## config.mk

```make
export PLATFORM = sky130hd
export DESIGN_NAME = dmem_preloader_flat
export DESIGN_NICKNAME = d
export VERILOG_FILES = /design/src/rtl/dmem_preloader_pkg.sv /design/src/rtl/dmem_preloader_if.sv /design/src/rtl/dmem_preloader_byte_assembler.sv /design/src/rtl/dmem_preloader.sv /design/src/flat_wrapper.sv
export SDC_FILE = /design/constraint.sdc
export NUM_CORES = 1
export LEC_CHECK = 0
export CAP_MARGIN = 20
export CORE_ASPECT_RATIO = 0.9
export CORE_MARGIN = 4
export CORE_UTILIZATION = 55
export CTS_CLUSTER_DIAMETER = 120
export DETAILED_ROUTE_END_ITERATION = 12
export PLACE_DENSITY = 0.82
export SLEW_MARGIN = 15
export SYNTH_ARGS = -nofsm -noshare
export SYNTH_HDL_FRONTEND = slang
export SYNTH_HIERARCHICAL = 1
export SYNTH_SLANG_ARGS = --single-unit
export TNS_END_PERCENT = 30
```

## constraint.sdc

```tcl
create_clock -name clk -period 4.45 [get_ports clk]
set_input_delay 0.89 -clock clk [delete_from_list [all_inputs] [get_ports clk]]
set_output_delay 0.89 -clock clk [all_outputs]
set_load 0.05 [all_outputs]
```

## src/rtl/dmem_preloader_pkg.sv

```systemverilog
// Shared definitions for the data-memory preloader.
//  state_t        loader FSM states
//  CMD_*_DEF      default command byte values
//  FRAME_LEN      bytes in a WRITE frame (cmd, idx, d0..d3)
//  word_byte_addr word index -> byte address
package dmem_preloader_pkg;

    typedef enum logic [2:0] {
        ST_CMD,
        ST_ADDR,
        ST_DATA,
        ST_WRITE,
        ST_HOLD,
        ST_RUN
    } state_t;

    localparam logic [7:0] CMD_WRITE_DEF = 8'h57;
    localparam logic [7:0] CMD_GO_DEF    = 8'h47;
    localparam int         FRAME_LEN     = 6;
    localparam int         DATA_BYTES    = 4;

    function automatic logic [31:0] word_byte_addr(input logic [29:0] idx);
        return {idx, 2'b00};
    endfunction

endpackage

```

## src/rtl/dmem_preloader_if.sv

```systemverilog
// Host byte stream plus dmem write port of the preloader.
//  in_valid/in_data/in_ready  byte handshake (transfer = in_valid & in_ready)
//  mem_we/mem_addr/mem_wdata  one-cycle word write to data memory
//  master: host/bench side, slave: the loader
interface dmem_preloader_if;
    logic        in_valid;
    logic [7:0]  in_data;
    logic        in_ready;
    logic        mem_we;
    logic [31:0] mem_addr;
    logic [31:0] mem_wdata;

    modport master (output in_valid, in_data,
                    input  in_ready, mem_we, mem_addr, mem_wdata);
    modport slave  (input  in_valid, in_data,
                    output in_ready, mem_we, mem_addr, mem_wdata);
endinterface

```

## src/rtl/dmem_preloader_byte_assembler.sv

```systemverilog
// Packs 4 bytes little-endian into a 32-bit word (first byte -> [7:0]).
//  clk, reset  clock, async active-low reset
//  shift       accept data_byte this cycle
//  data_byte   incoming byte
//  word        assembled word, held until the next shift
//  done        high on the shift that delivers the 4th byte
module dmem_preloader_byte_assembler (
    input  logic        clk,
    input  logic        reset,
    input  logic        shift,
    input  logic [7:0]  data_byte,
    output logic [31:0] word,
    output logic        done
);
    logic [1:0] cnt;

    always_ff @(posedge clk or negedge reset) begin
        if (!reset) begin
            word <= '0;
            cnt  <= '0;
        end else if (shift) begin
            // Shifting in from the top leaves the first byte at [7:0] after 4 shifts.
            word <= {data_byte, word[31:8]};
            cnt  <= cnt + 2'd1;
        end
    end

    assign done = shift && (cnt == 2'd3);
endmodule

```

## src/rtl/dmem_preloader.sv

```systemverilog
// Byte-stream data-memory preloader. Holds the CPU in reset, turns framed
// WRITE commands (57, idx, d0..d3) into single dmem word writes, and releases
// the CPU HOLD_CYC cycles after a GO (47) command.
//  clk, reset     clock, async active-low reset
//  bus            byte handshake in, dmem write out (slave modport)
//  cpu_reset      active-high CPU reset, low only in RUN
//  err            sticky unknown-command flag
//  words_written  completed WRITE frames, saturating
module dmem_preloader
    import dmem_preloader_pkg::*;
#(
    parameter int         IDX_W     = 8,
    parameter logic [7:0] CMD_WRITE = CMD_WRITE_DEF,
    parameter logic [7:0] CMD_GO    = CMD_GO_DEF,
    parameter int         HOLD_CYC  = 4
) (
    input  logic              clk,
    input  logic              reset,
    dmem_preloader_if.slave   bus,
    output logic              cpu_reset,
    output logic              err,
    output logic [15:0]       words_written
);
    state_t      state_q, state_d;
    logic        in_ready, mem_we, xfer;
    logic        asm_shift, asm_done;
    logic [31:0] asm_word;
    logic [IDX_W-1:0] idx_q;
    logic [31:0] cur_addr, last_addr, last_wdata;
    logic [15:0] hold_cnt;

    assign xfer      = bus.in_valid && in_ready;
    assign asm_shift = (state_q == ST_DATA) && bus.in_valid;

    dmem_preloader_byte_assembler u_asm (
        .clk       (clk),
        .reset     (reset),
        .shift     (asm_shift),
        .data_byte (bus.in_data),
        .word      (asm_word),
        .done      (asm_done)
    );

    always_ff @(posedge clk or negedge reset) begin
        if (!reset) state_q <= ST_CMD;
        else        state_q <= state_d;
    end

    // in_valid is used directly per state: ready is known to be 1 in the
    // byte-accepting states, which keeps this block free of a ready loop.
    always_comb begin
        state_d   = state_q;
        in_ready  = 1'b0;
        mem_we    = 1'b0;
        cpu_reset = 1'b1;
        case (state_q)
            ST_CMD: begin
                in_ready = 1'b1;
                if (bus.in_valid) begin
                    if (bus.in_data == CMD_WRITE)   state_d = ST_ADDR;
                    else if (bus.in_data == CMD_GO) state_d = ST_HOLD;
                end
            end
            ST_ADDR: begin
                in_ready = 1'b1;
                if (bus.in_valid) state_d = ST_DATA;
            end
            ST_DATA: begin
                in_ready = 1'b1;
                if (asm_done) state_d = ST_WRITE;
            end
            ST_WRITE: begin
                mem_we  = 1'b1;
                state_d = ST_CMD;
            end
            ST_HOLD: begin
                if (hold_cnt == 16'd0) state_d = ST_RUN;
            end
            ST_RUN: begin
                cpu_reset = 1'b0;
            end
            default: state_d = ST_CMD;
        endcase
    end

    assign cur_addr = word_byte_addr(30'(idx_q));

    always_ff @(posedge clk or negedge reset) begin
        if (!reset) begin
            idx_q         <= '0;
            last_addr     <= '0;
            last_wdata    <= '0;
            err           <= 1'b0;
            words_written <= '0;
            hold_cnt      <= '0;
        end else begin
            if (state_q == ST_CMD && xfer) begin
                if (bus.in_data == CMD_GO)
                    hold_cnt <= 16'(HOLD_CYC - 1);
                else if (bus.in_data != CMD_WRITE)
                    err <= 1'b1;
            end
            if (state_q == ST_ADDR && xfer)
                idx_q <= IDX_W'(bus.in_data);
            if (state_q == ST_HOLD && hold_cnt != 16'd0)
                hold_cnt <= hold_cnt - 16'd1;
            if (state_q == ST_WRITE) begin
                last_addr  <= cur_addr;
                last_wdata <= asm_word;
                if (words_written != 16'hFFFF)
                    words_written <= words_written + 16'd1;
            end
        end
    end

    // Address/data show the new frame only during WRITE and otherwise hold
    // the last written pair.
    assign bus.in_ready  = in_ready;
    assign bus.mem_we    = mem_we;
    assign bus.mem_addr  = (state_q == ST_WRITE) ? cur_addr : last_addr;
    assign bus.mem_wdata = (state_q == ST_WRITE) ? asm_word : last_wdata;
endmodule

```

## src/flat_wrapper.sv

```systemverilog
// flat-port wrapper written by rule: the top's interface ports become plain ports
module dmem_preloader_flat import dmem_preloader_pkg::*;
#(
    parameter int         IDX_W     = 8,
    parameter logic [7:0] CMD_WRITE = CMD_WRITE_DEF,
    parameter logic [7:0] CMD_GO    = CMD_GO_DEF,
    parameter int         HOLD_CYC  = 4
)
  (clk, reset, cpu_reset, err, words_written, bus_in_valid, bus_in_data, bus_in_ready, bus_mem_we, bus_mem_addr, bus_mem_wdata);
  dmem_preloader_if bus_i ();
  input  logic clk;
  input  logic reset;
  output logic cpu_reset;
  output logic err;
  output logic [15:0] words_written;
  input wire logic [$bits(bus_i.in_valid)-1:0] bus_in_valid;
  input wire logic [$bits(bus_i.in_data)-1:0] bus_in_data;
  output wire logic [$bits(bus_i.in_ready)-1:0] bus_in_ready;
  output wire logic [$bits(bus_i.mem_we)-1:0] bus_mem_we;
  output wire logic [$bits(bus_i.mem_addr)-1:0] bus_mem_addr;
  output wire logic [$bits(bus_i.mem_wdata)-1:0] bus_mem_wdata;
  assign bus_i.in_valid = bus_in_valid;
  assign bus_i.in_data = bus_in_data;
  assign bus_in_ready = bus_i.in_ready;
  assign bus_mem_we = bus_i.mem_we;
  assign bus_mem_addr = bus_i.mem_addr;
  assign bus_mem_wdata = bus_i.mem_wdata;
  dmem_preloader #(.IDX_W(IDX_W), .CMD_WRITE(CMD_WRITE), .CMD_GO(CMD_GO), .HOLD_CYC(HOLD_CYC)) u_core (.clk(clk), .reset(reset), .bus(bus_i), .cpu_reset(cpu_reset), .err(err), .words_written(words_written));
endmodule
```

== Yosys cells after proc, flatten, opt, wreduce, memory -nomap -nowiden ==
Index checks and enable logic that the tools add are counted.

* Output and inout port bits: 84
* Register bits after elaboration: 142
* Input port bits: 11
* Logic and storage cells: 60

* Muxes and demuxes: 15
* Bitwise logic cells: 2
* Reduce and logical (&&, ||, !) cells: 16
* Add/sub/neg operators: 3
* Eq/ne operators: 15

{| class="wikitable"
|+ Operators with widths
! cell !! number
|-
| 2-to-1 mux 32 bit || 2
|-
| 2-to-1 mux 16 bit || 3
|-
| 2-to-1 mux 3 bit || 6
|-
| adder 16 x 1 -> 16 bit (second input constant) || 1
|-
| == test 8 x 7 -> 1 bit (second input constant) || 2
|-
| logical NOT 16 bit || 1
|-
| inequality test 16 bit (second input constant) || 1
|-
| nonzero test 16 bit || 1
|-
| subtractor 16 x 1 -> 16 bit (second input constant) || 1
|-
| case mux 3 bit (5 select lines) || 1
|-
| inequality test 8 x 7 -> 1 bit (second input constant) || 1
|-
| == test 3 x 2 -> 1 bit (second input constant) || 2
|-
| == test 3 bit (second input constant) || 2
|-
| logical AND 1 bit || 6
|-
| AND reduction 6 bit || 1
|-
| inequality test 2 x 1 -> 1 bit (second input constant) || 2
|-
| inequality test 2 bit (second input constant) || 2
|-
| AND reduction 2 bit || 2
|-
| nonzero test 2 bit || 2
|-
| == test 3 x 1 -> 1 bit (second input constant) || 1
|-
| logical NOT 3 bit || 1
|-
| 2-to-1 mux 1 bit || 3
|-
| inequality test 3 x 2 -> 1 bit (second input constant) || 1
|-
| AND reduction 3 bit || 1
|-
| other kinds (4) || 5
|}

== Depth between registers and ports, before layout ==
Gate-level depths: netlist of run 1.

* Word-level depth: 7
* Depth in mapped cells: 10
* Depth with buffers taken out: 7

== Hierarchy ==
Netlist of run 1, hierarchy kept.

{| class="wikitable"
|+ By module, submodules not included
! module !! cells each !! area an instance (um^2) !! sequential area each (um^2) !! times used
|-
| dmem_preloader || 436 || 4,551.9 || 2,702.6 || 1
|-
| dmem_preloader_byte_assembler || 74 || 1,426.4 || 850.8 || 1
|}

== Worst setup path after synthesis of run 1 ==
No wires, ideal clock.

* Path kind: register to output
* From: register u_core.state_q[1]
* To: output bus_mem_addr[2]
* Stages on the path, launching flop included: 8
* Arrival: 1.817 ns
* Slack: 1.743 ns
* Data required time: 3.560 ns
* Path buffers: 3
* Cells stage by stage: dfrtp_1 > buf_2 > nand3_2 > inv_1 > buf_2 > buf_2 > nand2_1 > nand2_1

* Word-level cells in the longest chain between the ends: 2

{| class="wikitable"
|+ RTL lines
! element !! line !! text
|-
| start, declared || dmem_preloader.sv:24 || <nowiki>state_t state_q, state_d;</nowiki>
|-
| start signal, assigned || dmem_preloader.sv:46 || <nowiki>else state_q <= state_d;</nowiki>
|-
| == test 3 x 2 -> 1 bit || dmem_preloader.sv:120 || <nowiki>assign bus.mem_addr = (state_q == ST_WRITE) ? cur_addr : last_addr;</nowiki>
|-
| 2-to-1 mux 32 bit || -- ||
|-
| end, declared || flat_wrapper.sv:20 || <nowiki>output wire logic [$bits(bus_i.mem_addr)-1:0] bus_mem_addr;</nowiki>
|}

Every way passes these cells.

== Worst setup path after layout of run 1 ==
* From: register u_core.state_q[2]
* To: output bus_mem_wdata[16]

* Word-level cells in the longest chain between the ends: 2

{| class="wikitable"
|+ RTL lines
! element !! line !! text
|-
| == test 3 x 2 -> 1 bit || dmem_preloader.sv:121 || <nowiki>assign bus.mem_wdata = (state_q == ST_WRITE) ? asm_word : last_wdata;</nowiki>
|-
| 2-to-1 mux 32 bit || dmem_preloader.sv:121 ||
|-
| end, declared || flat_wrapper.sv:21 || <nowiki>output wire logic [$bits(bus_i.mem_wdata)-1:0] bus_mem_wdata;</nowiki>
|}

Every way passes these cells.

==> impl_results.md, run 1 <==
* Reg2reg end: u_core/words_written[12]$_DFFE_PN0P_
* Total GRT Usage at 22.2%
* Min cycle time layout at 3920 ps
* # hold bufs at CTS at 0
* Ordered cell list for the critical path: inv_1, nand3_2, inv_2, buf_12, nand2_1, nand2_1, clkdlybuf4s50_1
* Post-CTS Resized at 0
* DR vias/cell at 5.50
* CP max stage cell: clkdlybuf4s50_1
* Max Transition Viols Final at 0
* WHS Endpoint: u_core/err$_DFFE_PN0P_
* H-tree depth at 4
* Root buffer cell: clkbuf_16
* Internal Power at 2.53 mW
* CTS tree: done
* Avg Synthesized Cell Area at 11.7 um2
* Met1 Resource Use GR at 29.7%
* Final Wtd Congestion at 0.805
* Clock power share at 40.8%
* Sw frac at 26.8%
* Unique masters post-synth at 54
* Mapped Nets at ~520
* Grt ovf at 0
* Crit Path Max Fanout at 40
* Register area at 3550 um2
* Layout cells sized above 1 at 14.8%
* Clock Skew at 12.5 ps
* I/O pin total at 95
* Asr flop ratio synth at 100%
* Met2 Use GR at 34.2%
* Vias in the first global route at 4463
* Arr. time, crit path at 3030 ps
* Yosys top cell area share at 59.4%
* Status: completed
* Multi-input gate area at 2260 um2
* Die Area at 12600 um2
* Worst hold start: u_core/err$_DFFE_PN0P_
* Cell Area, Synth at 5980 um2
* Endpoints failing hold at 0
* Placed cell count at 718
* Pwr/cell area at around 460 nW/um2
* Seq/Total Area, Yosys at 59.4%
* Setup TNS at 0 ps
* Fin nets at 622
* Slowest stage delay, CP at slightly above 800 ps
* Area Growth Syn to Fin at 26.9%
* Largest net degree at the start of global routing at 84
* Critical path origin: u_core/state_q[2]$_DFFE_PN0P_
* CTS sink cnt at 142
* Crit end category: output pin
* Max Fclk at 0.255 GHz
* Post-Route WL at between 10000 and 15000 um
* Most frequent CP cell: nand2_1
* Core Area at 10400 um2
* Met3 Usage GRT at 8.18%
* Setup Fix Bufs, Post-CTS at 0
* Peak supply drop at 309 uV
* Number of remaining DRC errors at 0
* Final setup fails at 0
* Top post-synthesis cells by area: dfrtp_1, nand2_1, mux2_4
* Synth Flop Type: dfrtp_1
* Post-synth EDFFs at 0
* Vias at 4122
* Synth Instances at 510
* Worst r2r src: u_core/state_q[2]$_DFFE_PN0P_
* Hold Crit Depth at 1
* Slew @ Worst Pin at between 700 and 800 ps
* HP Class: reg -> reg
* DRT iter0 DRCs at 269
* Reg2Reg Depth at 7
* Seq pwr share at between 40% and 50%
* Ant diodes at 0
* Static leakage at 3.72 nW
* Synthesized flop and latch total at 142
* FF-to-FF setup slack at 1990 ps
* Drt pass-1 iters at 5
* Cts bufs inserted at 17
* Gr busiest metal: met2
* RSZ-0062 raised after global routing: false
* Wirelength per Cell at 17.3 um
* Initial antenna violation count at 0
* Global-route wire length before repair at roughly 22000 um
* Crit Path Category: reg -> out
* Worst slew margin at 50.8%
* Port bufs at 94
* Non-filler cells, final at 749
* Net Switching at 925 uW
* Die X at 118 um
* Logic pwr share at approximately 14%
* Critical Path RT at 3560 ps
* Post-DP HPWL at 8510 um
* Fillers at 724
* Maxcap violations at 0
* Initial Util at between 50% and 60%
* Rows at 35
* Synth area leader: dfrtp_1
* Die height at 107 um
* Antenna viol nets, final at 0
* Synth warnings at 6
* Max Root-Sink Buffers at 2
* Startpoint Class: flop
* Crit share post-route at about 90%
* Reg clk slew, reported paths at about 60 ps
* Worst skew pair latency at 410 ps
## final cells by class
cell class	instances	share of cell area, %
well taps	129	2.13
repair buffers	99	13.1
clock buffers	18	5.66
inverters	6	0.297
clock inverters	13	2.16
flip-flops and latches	142	46.8
multi-input cells	342	29.8
## layer usage
layer	wire, um	vias up
met1	5930	2078
met5	0	-
li1	-	1928
met4	120	0
met2	6230	106
met3	693	10
## cell usage in the layout, fill, tap and decap left out, types with 8 or more instances in the layout
cell type,count
nand3_1,11
mux2i_1,8
mux2_4,28
nand2_1,141
dfrtp_1,142
nor2b_1,27
xor2_1,14
mux2_2,14
clkdlybuf4s50_1,93
clkbuf_16,17
nor3_1,11
nor2_1,8
## power by group through the flow
stage / registers [mW] / clock network (mW) / logic (mW)
floorplan: 1.54 / 0 / 0.360
global placement: 1.57 / 0 / 0.457
detailed placement: 1.58 / 0 / 0.479
CTS: 1.56 / 1.43 / 0.485
finish: 1.56 / 1.41 / 0.481
global route: 1.58 / 1.50 / 0.530
## worst max-delay path by stage
stage | end | slack (ps)
global route | bus_mem_wdata[11] | 370
global placement | bus_mem_wdata[28] | 1110
finish | bus_mem_wdata[16] | 530
floorplan | bus_mem_addr[2] | 1740
detailed placement | bus_mem_wdata[16] | 1020
CTS | bus_mem_wdata[16] | 550
## sequential cells by signal (all words and copies together) (netlist names), 2 cells and up
register	flops
u_core/hold_cnt	16
u_core/idx_q	8
u_core/last_addr	32
u_core/last_wdata	32
u_core/state_q	3
u_core/u_asm/cnt	2
u_core/u_asm/word	32
u_core/words_written	16
## worst max-delay path, delay by kind of cell, from the launching register on
family / cells / cell delay (ps)
buffers and inverters: 4 / 1780
flip-flops: 1 / 500
AND/OR/NAND/NOR: 3 / 290
## kinds of logic after synthesis
group / count (synthesis) / share of synthesized area [%]
and+or+nand+nor: 242 / 20.1
DFF: 142 / 59.4
muxes: 50 / 11.0
AOI/OAI and AO/OA: 32 / 3.81
buffers and inverters: 26 / 2.85
xor gates and xnor gates: 15 / 2.20
adders and majority gates: 3 / 0.628
## Yosys cell counts (4+ instances only)
| master | number |
|---|---|
| a21o_1 | 4 |
| dfrtp_1 | 142 |
| xor2_1 | 14 |
| nand3_1 | 11 |
| nand4_1 | 6 |
| nor3_1 | 11 |
| nand2_1 | 141 |
| nand2b_1 | 4 |
| o21ai_0 | 4 |
| clkbuf_1 | 7 |
| inv_1 | 6 |
| buf_2 | 7 |
| and3_1 | 4 |
| a21oi_1 | 6 |
| mux2_4 | 28 |
| nor2_1 | 9 |
| mux2_2 | 14 |
| and4_1 | 4 |
| mux2i_1 | 8 |
| nor2b_1 | 27 |
## metrics by stage
step / cell area (um2) / worst slack (ps) / utilization, % / power (mW) / hold slack (ps)
2_1_floorplan: 5980 / 1740 / - / 1.90 / 448
3_3_place_gp: 6990 / 1110 / 67.1 / 2.03 / 442
3_5_place_dp: 6990 / 1020 / 67.1 / 2.06 / 455
4_1_cts: 7580 / 550 / 72.8 / 3.48 / 471
5_1_grt: 7580 / 368 / 72.8 / 3.61 / 500
6_report: 7580 / 535 / 72.8 / 3.45 / 464
No activity file was read; power rests on OpenSTA's default activity.
==> inputs of run 2 (changes only) <==
Settings changed: SLEW_MARGIN 15 to unset, SYNTH_HIERARCHICAL 1 to unset.
==> run 2 against run 1 <==
  * Clock-buffer cell count unchanged
  * Critical path depth down 2
  * Sequential power rose by 26%
  * Worst hold slack worse by 170 ps
  * Core utilization grew 0.066 points
  * Register-to-register slack lost 80 ps
  * Setup slack improved by 140 ps
  * Cell area is 2.0% lower
  * Sequential cell count unchanged
==> impl_results.md, run 2 <==
* Status: completed
* Min cycle time layout at 3770 ps (-140 ps)
* Ordered cell list for the critical path: nand3b_1, inv_2, nand2_1, nand2_1, clkdlybuf4s50_1
* Antenna viol nets, final at 0 (unchanged)
* Initial Util at 56.3% (-1.1 points)
* Max Root-Sink Buffers at 2 (unchanged)
* DR vias/cell at 5.34 (-2.9%)
* Avg Synthesized Cell Area at 11.4 um2 (-2.8%)
* CP max stage cell: clkdlybuf4s50_1
* Non-filler cells, final at 740 (-1.2%)
* Startpoint Class: flop
* Synth area leader: dfrtp_1
* Top post-synthesis cells by area: dfrtp_1, nand2_1, mux2_2
* Static leakage at 3.46 nW (-6.9%)
* Sw frac at 38.3% (+12 points)
* CP delay by family, top: buffers and inverters
* Initial antenna violation count at 0 (unchanged)
* Crit Path Max Fanout at 46 (+15%)
* Maxcap violations at 0 (unchanged)
* Largest registers: u_core.last_addr (32), u_core.last_wdata (32), u_core.u_asm.word (32)
* Post-DP HPWL at 7930 um (-6.8%)
* CTS sink cnt at 142 (unchanged)
* Core Area at 10200 um2 (-2.1%)
* Cts bufs inserted at 17 (unchanged)
* Cell with the most instances after synthesis: dfrtp_1
* Ant diodes at 0 (unchanged)
* Final setup fails at 0 (unchanged)
* Clock power share at 27.3% (-13 points)
* Synthesized flop and latch total at 142 (unchanged)
* Crit share post-route at 84.8% (-3.2 points)
* Drt pass-1 iters at 4 (-1)
* CP Buf/Inv Count at 2 (-2)
* Seq pwr share at 36.1% (-9.2 points)
* Area Growth Syn to Fin at 29.4%
* Net Switching at 2.09 mW (+130%)
* RSZ-0062 raised after global routing: false
* DRT iter0 DRCs at 244 (-9.3%)
* Vias at 3954 (-4.1%)
* Grt ovf at 0 (unchanged)
* Crit end category: output pin
* Slew @ Worst Pin at 792 ps (+54.7 ps)
* Asr flop ratio synth at 100% (unchanged)
* Max Fclk at 0.265 GHz (+3.7%)
* Mapped Nets at 518 (-1.1%)
* Internal Power at 3.36 mW (+33%)
* Max Transition Viols Final at 0 (unchanged)
* Commonest non-fill, non-tap cell in the layout: dfrtp_1
* Die height at 105 um (-1.8%)
* Post-synth EDFFs at 0 (unchanged)
* Reg clk slew, reported paths at 60 ps (about the same)
* Total GRT Usage at 21.2% (-1.0 points)
* Slowest stage delay, CP at 820 ps (about the same)
* Root buffer cell: clkbuf_16
* Most frequent CP cell: nand2_1
* I/O pin total at 95 (unchanged)
* Util after Layout at 72.8% (about the same)
* Clock Skew at 11.4 ps (-1.01 ps)
* Synth Instances at 504 (-1.2%)
* H-tree depth at 4 (unchanged)
* Unique masters post-synth at 44 (-19%)
* Global-route wire length before repair at 20100 um (-9.6%)
* Critical Path RT at 3560 ps (about the same)
* Peak supply drop at 496 uV (+60%)
* Yosys top cell area share at 61.9% (+2.4 points)
* Setup TNS at 0 ps (unchanged)
* HP Class: in -> async
* Worst skew pair latency at 410 ps (about the same)
* Logic pwr share at 36.7% (+23 points)
* Layout cells sized above 1 at 13.7% (-1.1 points)
* Worst slew margin at 47.1% (-3.7 points)
* Post-Route WL at 12100 um (-6.7%)
* Largest net degree at the start of global routing at 117 (+39%)
* Port bufs at 94 (unchanged)
* Crit Path Category: reg -> out
* Fin nets at 613 (-1.4%)
* Die X at 116 um (-1.8%)
* Min Hold Slack at 291 ps (-173 ps)
* Most frequent cells in the layout: dfrtp_1, nand2_1, clkdlybuf4s50_1
* Number of remaining DRC errors at 0 (unchanged)
* Seq/Total Area, Yosys at 61.9% (+2.4 points)
* Final Wtd Congestion at 0.834 (+3.6%)
* Synth Flop Type: dfrtp_1
* Endpoints failing hold at 0 (unchanged)
* Setup Fix Bufs, Post-CTS at 0 (unchanged)
* CTS tree: done
* Post-CTS Resized at 0 (unchanged)
* Die Area at 12100 um2 (-3.6%)
* Arr. time, crit path at 2880 ps (-150 ps)
* Total power at 5.44 mW (+58%)
* Pwr/cell area at 732 nW/um2 (+61%)
* Vias in the first global route at 4050 (-9.3%)
* Synth warnings at 0 (-6)
* # hold bufs at CTS at 0 (unchanged)
* Synth cell count leaders: dfrtp_1, nand2_1, mux2_2
* Placed cell count at 708 (-1.4%)
* Wirelength per Cell at 16.4 um (-5.6%)
* Rows at 35 (unchanged)
* Cell Area, Synth at 5740 um2 (-3.9%)
-- run 2: cell count changes after synthesis, moves of 6 or more --
cell / before / now
mux2_2: 14 / 42
mux2_4: 28 / 0
and2_1: 1 / 28
nor2b_1: 27 / 3
nor4_1: 2 / 11
clkbuf_1: 7 / 14
xnor2_1: 1 / 8
xor2_1: 14 / 8
-- run 2: path summary, 6_finish.rpt --
path,from,end,slack [ps],depth (start not counted)
hold / removal,reset,u_core.words_written[11]$_DFFE_PN0P_,290,1
setup reg to reg,u_core.hold_cnt[0]$_DFFE_PN0P_,u_core.state_q[0]$_DFFE_PN0P_,1910,6
max in group asynchronous,reset,u_core.hold_cnt[13]$_DFFE_PN0P_,3040,3
hold reg to reg,u_core.u_asm.cnt[0]$_DFFE_PN0P_,u_core.u_asm.cnt[0]$_DFFE_PN0P_,470,1
min in group clk,u_core.u_asm.cnt[0]$_DFFE_PN0P_,u_core.u_asm.cnt[0]$_DFFE_PN0P_,470,1
setup / recovery,u_core.state_q[2]$_DFFE_PN0P_,bus_mem_wdata[31],680,5
-- run 2: power by group through the flow --
stage,Sequential [mW],Clock (mW),Combinational [mW]
final,1.96,1.48,1.99
after CTS,1.97,1.51,2.02
after detailed placement,1.98,0,2.00
after global placement,1.95,0,1.95
after global routing,2.01,1.57,2.13
after floorplan,1.94,0,1.37
-- run 2: layout make-up --
cell class              instances  area, um2
clock buffers                  18        439
well taps                     129        161
multi-input cells             334       2070
clock inverters                13        189
fillers                       703       2770
repair buffers                 99       1000
flip-flops and latches        142       3550
inverters                       5       18.8
-- run 2: worst reg2reg max path, delay by kind of cell (launching register included) --
kind | cells | cell delay, ps
AO/OA/AOI/OAI | 1 | 320
adder cells (fa/ha/maj) | 1 | 150
buffers and inverters | 1 | 90
AND/OR/NAND/NOR | 3 | 1420
flip-flops | 1 | 430
-- run 2: cells by family (layout without fill, tap and decap cells) --
family,count (synthesis),in the layout,synth area share (%)
multiplexers,55,55,10.5
buffers and inverters,28,135,2.20
flip-flops,142,142,61.9
adder cells (fa/ha/maj),3,3,0.654
XOR/XNOR,16,16,2.44
AO/OA/AOI/OAI,25,25,3.18
AND/OR/NAND/NOR,235,235,19.2
-- run 2: stage by stage --
| step | cell area, um2 | worst slack (ps) |
|---|---|---|
| 6_report | 7430 | 675 |
| 5_1_grt | 7430 | 496 |
| 4_1_cts | 7400 | 657 |
| 3_5_place_dp | 6780 | 1100 |
| 3_3_place_gp | 6780 | 1220 |
| 2_1_floorplan | 5740 | 1480 |
-- run 2: metal layers --
| metal | share of wire, % | GRT usage [%] | up-vias |
|---|---|---|---|
| li1 | - | - | 1907 |
| met1 | 45 | 28.5 | 1939 |
| met2 | 48 | 32.9 | 92 |
| met3 | 5.6 | 6.72 | 16 |
| met4 | 1.4 | 6.88 | 0 |
| met5 | 0 | 0 | - |
==> inputs of run 3 (changes only) <==
Settings changed: CORE_UTILIZATION 55 to 53, PLACE_DENSITY 0.82 to 0.79.
Clock period 4.45 ns to 3.7 ns, I/O delays scaled along.
==> run 3 against run 2 <==
  * Cell area is 5.5% higher
  * Critical endpoint is now bus_mem_wdata[26]
  * Worst hold slack better by 57 ps
  * Sequential cell count stayed put
  * Largest power group unchanged
  * Sequential share of layout area is 2.5 points lower
  * Critical path type unchanged
==> impl_results.md, run 3 (synthesis gave the netlist of run 2 again) <==
* Status: completed
* Crit end category: output pin
* Area Growth Syn to Fin at 36.5%
* Total power at 7.20 mW (+32%)
* Number of remaining DRC errors at 0 (unchanged)
* Final setup fails at 0 (unchanged)
* Fin nets at 617 (+0.65%)
* Min Hold Slack at 348 ps (+56.6 ps)
* DRT iter0 DRCs at 274 (+12%)
* Worst skew pair latency at 420 ps (about the same)
* Clock Skew at 7.65 ps (-3.80 ps)
* Max Root-Sink Buffers at 2 (unchanged)
* Initial Util at 55.1% (-1.2 points)
* Commonest non-fill, non-tap cell in the layout: dfrtp_1
* Antenna viol nets, final at 0 (unchanged)
* Die Area at 12600 um2 (+3.5%)
* Final Wtd Congestion at 0.810 (-2.8%)
* Crit Path Category: reg -> out
* Placed cell count at 713 (+0.71%)
* Root buffer cell: clkbuf_16
* Endpoints failing hold at 0 (unchanged)
* Core Area at 10400 um2 (+2.1%)
* Crit Path Max Fanout at 46 (unchanged)
* Setup Fix Bufs, Post-CTS at 0 (unchanged)
* Util after Layout at 75.2% (+2.4 points)
* Initial antenna violation count at 0 (unchanged)
* Post-CTS Resized at 0 (unchanged)
* Critical Path RT at 2960 ps (-600 ps)
* Multi-input gate area at 2070 um2 (unchanged)
* I/O pin total at 95 (unchanged)
* Layout cells sized above 1 at 20.9% (+7.2 points)
* Pwr/cell area at 918 nW/um2 (+25%)
* Max Transition Viols Final at 0 (unchanged)
* Most frequent CP cell: nand2_1
* Vias at 4087 (+3.4%)
* CTS tree: done
* Global-route wire length before repair at 21800 um (+8.0%)
* Setup TNS at 0 ps (unchanged)
* Post-Route WL at 12700 um (+5.3%)
* Ant diodes at 0 (unchanged)
* Cts bufs inserted at 17 (unchanged)
* Max Fclk at slightly above 0.3 GHz
* Wirelength per Cell at 17.1 um (+4.6%)
* Most frequent cells in the layout: dfrtp_1, nand2_1, clkdlybuf4s50_1
* Startpoint Class: flop
* Port bufs at 94 (unchanged)
* Static leakage at 3.67 nW (+6.1%)
* HP Class: in -> async
* Largest registers: u_core.last_addr (32), u_core.last_wdata (32), u_core.u_asm.word (32)
* Reg clk slew, reported paths at 60 ps (about the same)
* Arr. time, crit path at 2510 ps (-370 ps)
* Die X at 118 um (+1.7%)
* H-tree depth at 4 (unchanged)
* Post-DP HPWL at 8460 um (+6.6%)
* CTS sink cnt at 142 (unchanged)
* Vias in the first global route at 4333 (+7.0%)
* Slew @ Worst Pin at 837 ps (+45.3 ps)
* # hold bufs at CTS at 0 (unchanged)
* Crit share post-route at between 80% and 90%
* Total GRT Usage at 21.7% (+0.56 points)
* DR vias/cell at 5.49 (+2.7%)
* Register area at 3550 um2 (unchanged)
* Ordered cell list for the critical path: nand3b_1, buf_4, inv_2, nand2_1, nand2_1, buf_12
* Grt ovf at 0 (unchanged)
* Min cycle time layout at 3250 ps
* Maxcap violations at 0 (unchanged)
* RSZ-0062 raised after global routing: false
* Non-filler cells, final at 745 (+0.68%)
* Drt pass-1 iters at 5 (+1)
* Worst slew margin at 44.1% (-3.0 points)
* Slowest stage delay, CP at 630 ps (-190 ps)
* Peak supply drop at 727 uV (+47%)
* Fillers at 692 (-1.6%)
* Rows at 35 (unchanged)
* Die height at 107 um (+1.7%)
* CP max stage cell: inv_2
* Largest net degree at the start of global routing at 80 (-32%)
[run 3: routing by layer]
layer | vias to the layer above | wire [um] | part of all wire, % | track usage (%)
met4 | 0 | 159 | 1.2 | 7.53
met3 | 17 | 785 | 6.2 | 6.28
met5 | - | 0 | 0 | 0
met2 | 137 | 6400 | 50 | 36.2
met1 | 2025 | 5410 | 42 | 27.4
li1 | 1908 | - | - | -
[run 3: path summary, 6_finish.rpt]
path / from / end / slack (ps) / depth (start not counted)
worst max-delay path: u_core.state_q[2]$_DFFE_PN0P_ / bus_mem_wdata[26] / 450 / 6
max in group asynchronous: reset / u_core.u_asm.word[16]$_DFFE_PN0P_ / 2570 / 2
worst max register to register: u_core.state_q[2]$_DFFE_PN0P_ / u_core.words_written[12]$_DFFE_PN0P_ / 1220 / 6
worst min-delay path: reset / u_core.last_addr[10]$_DFF_PN0_ / 350 / 1
min in group clk: u_core.u_asm.cnt[0]$_DFFE_PN0P_ / u_core.u_asm.cnt[0]$_DFFE_PN0P_ / 470 / 1
worst min register to register: u_core.u_asm.cnt[0]$_DFFE_PN0P_ / u_core.u_asm.cnt[0]$_DFFE_PN0P_ / 470 / 1
[run 3: power by group]
part | switching, mW | internal, mW | leakage (nW) | total, mW
Clock | 0.647 | 1.10 | 0.281 | 1.75
Combinational | 1.71 | 1.37 | 1.60 | 3.08
Sequential | 0.329 | 2.05 | 1.79 | 2.37
Total | 2.69 | 4.51 | 3.67 | 7.20
[run 3: area by class of cell]
type | count | share of cell area (%)
clock inverters | 12 | 2.06
well taps | 129 | 2.06
multi-input cells | 334 | 26.4
flip-flops and latches | 142 | 45.3
inverters | 5 | 0.239
repair buffers | 103 | 18.1
clock buffers | 20 | 5.82
[run 3: metrics by stage]
step | setup WS, ps | instance area (um2)
final | 449 | 7840
after floorplan | 884 | 5740
after CTS | 436 | 7840
after detailed placement | 895 | 7220
after global routing | 261 | 7840
after global placement | 1000 | 7220
[run 3: critical path, delay by kind of cell (launching register included)]
family                 cells  cell delay, ps
buffers and inverters      3            1010
DFF                        1             500
and+or+nand+nor            3             570
